`src/rtl/nibble_serial_add_ctrl.sv`:
```
// nibble_serial_add_ctrl: wide add/subtract sequenced through one shared
// 4-bit ripple adder, one nibble per cycle, LSB nibble first.
// Optional feature macro: SERIAL_ADD_OVF_EN adds the signed-overflow output ovf.
//
// Handshake: start is a request that is taken on any rising edge where the
// controller is in IDLE or DONE. busy is high for exactly the NIBBLES RUN
// cycles. done is a one-cycle pulse in DONE, and result/carry_out are valid
// from that cycle until the next accepted start. start is ignored during RUN.
module nibble_serial_add_ctrl #(
  parameter int NIBBLES = 4
) (
  input  logic                   clk,
  input  logic                   rst_n,
  input  logic                   start,
  input  logic                   sub,
  input  logic [4*NIBBLES-1:0]   op_a,
  input  logic [4*NIBBLES-1:0]   op_b,
  output logic [3:0]             add_a,
  output logic [3:0]             add_b,
  output logic                   add_cin,
  input  logic [3:0]             add_sum,
  input  logic                   add_cout,
  output logic                   busy,
  output logic                   done,
  output logic [4*NIBBLES-1:0]   result,
  output logic                   carry_out,
`ifdef SERIAL_ADD_OVF_EN
  output logic                   ovf,
`endif
  output logic [1:0]             state_dbg
);

  localparam int W     = 4 * NIBBLES;
  localparam int IDX_W = $clog2(NIBBLES + 1);
  localparam logic [IDX_W-1:0] LAST_IDX = IDX_W'(NIBBLES - 1);

  typedef enum logic [1:0] {
    IDLE = 2'd0,
    RUN  = 2'd1,
    DONE = 2'd2
  } state_t;

  state_t           state;
  state_t           state_next;
  logic [W-1:0]     a_reg;
  logic [W-1:0]     b_reg;      // B already inverted for subtract
  logic             carry_reg;
  logic [IDX_W-1:0] idx;
  logic [3:0]       nib_a;
  logic [3:0]       nib_b;
  logic             accept;
  logic             last;

  assign accept    = start && ((state == IDLE) || (state == DONE));
  assign last      = (idx == LAST_IDX);
  assign state_dbg = state;

  // State register.
  always_ff @(posedge clk) begin
    if (!rst_n) begin
      state <= IDLE;
    end else begin
      state <= state_next;
    end
  end

  // Next-state decode and adder-side outputs; adder inputs are zero outside RUN.
  always_comb begin
    state_next = state;
    busy       = 1'b0;
    done       = 1'b0;
    add_a      = 4'd0;
    add_b      = 4'd0;
    add_cin    = 1'b0;
    case (state)
      IDLE: begin
        if (start) state_next = RUN;
      end
      RUN: begin
        busy    = 1'b1;
        add_a   = nib_a;
        add_b   = nib_b;
        add_cin = carry_reg;
        if (last) state_next = DONE;
      end
      DONE: begin
        done       = 1'b1;
        state_next = start ? RUN : IDLE;
      end
      default: state_next = IDLE;
    endcase
  end

  // Select the current nibble of each latched operand.
  always_comb begin
    nib_a = 4'd0;
    nib_b = 4'd0;
    for (int k = 0; k < NIBBLES; k++) begin
      if (idx == k[IDX_W-1:0]) begin
        nib_a = a_reg[4*k +: 4];
        nib_b = b_reg[4*k +: 4];
      end
    end
  end

  // Operand latch, carry threading, result capture and final flags.
  always_ff @(posedge clk) begin
    if (!rst_n) begin
      a_reg     <= '0;
      b_reg     <= '0;
      carry_reg <= 1'b0;
      idx       <= '0;
      result    <= '0;
      carry_out <= 1'b0;
`ifdef SERIAL_ADD_OVF_EN
      ovf       <= 1'b0;
`endif
    end else if (accept) begin
      a_reg     <= op_a;
      // Subtract is A + ~B + 1: invert B here and seed the carry with sub.
      b_reg     <= sub ? ~op_b : op_b;
      carry_reg <= sub;
      idx       <= '0;
      result    <= '0;
      carry_out <= 1'b0;
`ifdef SERIAL_ADD_OVF_EN
      ovf       <= 1'b0;
`endif
    end else if (state == RUN) begin
      for (int k = 0; k < NIBBLES; k++) begin
        if (idx == k[IDX_W-1:0]) result[4*k +: 4] <= add_sum;
      end
      carry_reg <= add_cout;
      idx       <= idx + IDX_W'(1);
      if (last) begin
        carry_out <= add_cout;
`ifdef SERIAL_ADD_OVF_EN
        // Signed overflow: operands agree in sign but the top sum bit does not.
        ovf <= (a_reg[W-1] == b_reg[W-1]) && (add_sum[3] != a_reg[W-1]);
`endif
      end
    end
  end

endmodule

```
`config.mk`:
```
export PLATFORM = sky130hd
export DESIGN_NAME = nibble_serial_add_ctrl
export DESIGN_NICKNAME = d
export VERILOG_FILES = /design/src/rtl/nibble_serial_add_ctrl.sv
export SDC_FILE = /design/constraint.sdc
export NUM_CORES = 1
export LEC_CHECK = 0
export BUFFER_PORTS_ARGS = -buffer_cell sky130_fd_sc_hd__buf_2
export CAP_MARGIN = 20
export CORE_MARGIN = 2
export CORE_UTILIZATION = 47
export CTS_CLUSTER_SIZE = 25
export DETAILED_ROUTE_END_ITERATION = 16
export GPL_TIMING_DRIVEN = 0
export PLACE_DENSITY = 0.76
export SYNTH_ARGS = -nofsm -noshare
export SYNTH_HDL_FRONTEND = slang
export SYNTH_SLANG_ARGS = --single-unit
```
`constraint.sdc`:
```
create_clock -name clk -period 1.5 [get_ports clk]
set_input_delay 0.15 -clock clk [delete_from_list [all_inputs] [get_ports clk]]
set_output_delay 0.15 -clock clk [all_outputs]
set_load 0.005 [all_outputs]
```
==> qor.yml <==
drive_gt1_share_pct: 35.4
syn_to_final_growth_pct: 31.2
synth_compound_area_share_pct: 18.1
yosys-top-cells-area: "dfxtp_1, nand2_1, mux2i_1, o211a_1, xnor2_1"
n_antenna_cell: 0
skew_ns: 0.00818
grt_pass1_wl_mm: 9.95
end_kind: "output port"
peakVddDrop_v: 0.000433
synth_edf_count: 0
synthMostInstantiatedCell: "nand2_1"
start_util_pct: 49.1
nNetsFinal: 404
netlist_instances: 274
die_x_um: 77.5
clk_latency_ns: 0.31
core_area_um2: 5170
worstMarginPinSlew_ns: 0.431
io_buffers: 68
fin_util_pct: 64.4
cts.path.max_buffers: 2
synthTopCellsByCount: "nand2_1, dfxtp_1, nor2_1"
cts.sinks: 55
yosys.area.top_type_share_pct: 43.4
synth_area_per_cell_um2: 9.27
status: "finished with violations"
finalMaxSlewViolations: 0
synth-xor-area-share_pct: 5.86
yosys.area_share.simple_pct: 16.6
overflow: 0
setup.worst_path.start: "idx[0]"
maxSlewHeadroom_pct: 71.3
r2r-end: "result[6]"
synth_top_area_cell: "dfxtp_1"
cts-buffers-inserted: 5
min_period_ns: 1.90
cap_violations: 0
leakage_nw: 1.54
hold_viol_final: 0
totalWireLength_mm: 5.98
finalSetupViolations: 9
dp_hpwl_mm: 4.10
drtIter0Drc: 123
startpoint_type: "flop"
clock-root-buffer: "clkbuf_8"
cts_max_level: 2
max_freq_ghz: 0.525
grt_pass1_vias: 2040
post_dp_cell_area_um2: 2970
synth-main-ff-cell: "dfxtp_1"
final_area_um2: 3330
worst_slack_ns: -0.403
synth_fp_nets: 320
r2r_cells: 8
async_reset_ff_share_pct: 0
die_y_um: 77.5
dieArea_um2: 6010
path_class: "reg -> out"
ys.warnings.count: 0
synthMuxAreaShare_pct: 7.49
synthAdderAreaFrac_pct: 2.46
vias: 2194
fillerInstances: 416
drtAntennaViolNets: 0
crit_arrival_ns: 1.75
ys_seq_area_share_pct: 43.4
grt_max_degree: 17
hold_buffers: 0
synth_cell_types: 29
grt_setup_unrepaired: "true"
timing.rr.start: "idx[1]"
tns_ns: -3.12
required_ns: 1.35
drt_pass1_iterations: 4
hold_slack_ns: 0.0687
ys_seq_elements: 55
fin_crit_sh_pct: 127
drc: 0
antenna_found_initial: 0
crit_end: "add_b[2]"
mappedNetlistArea_um2: 2540
post_drt_wl_per_cell_um: 13.9
ios: 71
grt.total_usage_pct: 20.8
hp-class: "in -> reg"
cts_tree: "yes"
ff2ff_setup_slack_ns: -0.04
synth_top_family_by_area: "compound AO/OA/AOI/OAI gates"
crit_path_max_fanout: 8
total_power_w: 0.00326
clkSlewWorstSetupHoldPaths_ns: 0.10
gp_congestion: 0.787
violations: "setup timing"
rows: 26
p_per_area_nw_per_um2: 979
post_drt_via_cell_ratio: 5.11
power breakdown:
group,leakage [nW],internal [W],switching [W]
registers,0.454,0.00154,0.0000584
logic,1.02,0.000266,0.000257
clock network,0.0654,0.000667,0.000475
through the flow:
step / instances / setup WS (ns)
after detailed placement: 412 / -0.409
after floorplan: 274 / 0.0330
after global routing: 429 / -0.487
after global placement: 412 / -0.391
final: 429 / -0.403
after CTS: 425 / -0.452
cell usage in the layout, fill, tap and decap left out, types with 2 or more instances in the layout:
cell / netlist / layout
mux2i_1: 19 / 19
buf_4: 4 / 13
and4bb_1: 3 / 3
buf_2: 10 / 73
ha_4: 0 / 2
buf_12: 0 / 2
o21ai_1: 17 / 14
nand2_1: 56 / 56
dfxtp_1: 55 / 50
bufinv_16: 0 / 2
a21boi_0: 8 / 8
o21ai_2: 0 / 3
a21boi_1: 8 / 8
clkbuf_1: 5 / 6
nor2b_1: 4 / 4
xnor2_1: 17 / 17
clkbuf_8: 0 / 5
a221oi_2: 0 / 8
and2_1: 2 / 2
o211a_1: 16 / 16
buf_6: 2 / 6
ha_1: 5 / 2
nor2_1: 20 / 20
dfxtp_4: 0 / 4
inv_1: 3 / 2
timing repair:
action                     in CTS  in global routing
gates resized for setup        30                  9
setup endpoints to repair      23                 18
cloned                          0                  0
buffers inserted                5                  4
pin swaps                       3                  5
worst max-delay path, cell delays in order, from the launching register on:
cell,delay (ns)
dfxtp_4,0.39
inv_1,0.07
ha_2,0.20
nor2b_1,0.14
buf_4,0.18
a221oi_2,0.25
o21ai_1,0.10
buf_2,0.13
per-layer routing:
metal	GRT usage, %	vias up	routed length, µm
li1	-	1095	-
met1	26.9	1039	2760
met2	35.2	52	2870
met3	3.60	8	262
met4	6.43	0	86
met5	0	-	0
worst min-delay path by stage:
stage          startpoint         to  depth (start not counted)
2_1_floorplan    op_a[10]  a_reg[10]                          2
3_3_place_gp     op_a[13]  a_reg[13]                          3
3_5_place_dp     op_a[11]  a_reg[11]                          3
4_1_cts          op_a[14]  a_reg[14]                          3
5_1_grt           op_a[8]   a_reg[8]                          3
6_report         op_a[11]  a_reg[11]                          3
area by class of cell:
class / count / area, µm² / area share (%)
sequential: 55 / 1120 / 33.5
multi-input combinational: 192 / 1370 / 41.2
clock inverter: 2 / 60.1 / 1.80
clock buffer: 6 / 72.6 / 2.18
inverter: 3 / 11.3 / 0.338
tap: 70 / 87.6 / 2.63
buffer: 24 / 171 / 5.15
timing repair buffer: 77 / 437 / 13.1
cell families after synthesis:
family / count (synthesis)
flops: 55
compound gates: 60
fa+ha+maj: 5
xor+xnor: 17
mux: 19
simple gates: 91
buf+inv: 27
Note: power is estimated with default switching activity, not from simulation.
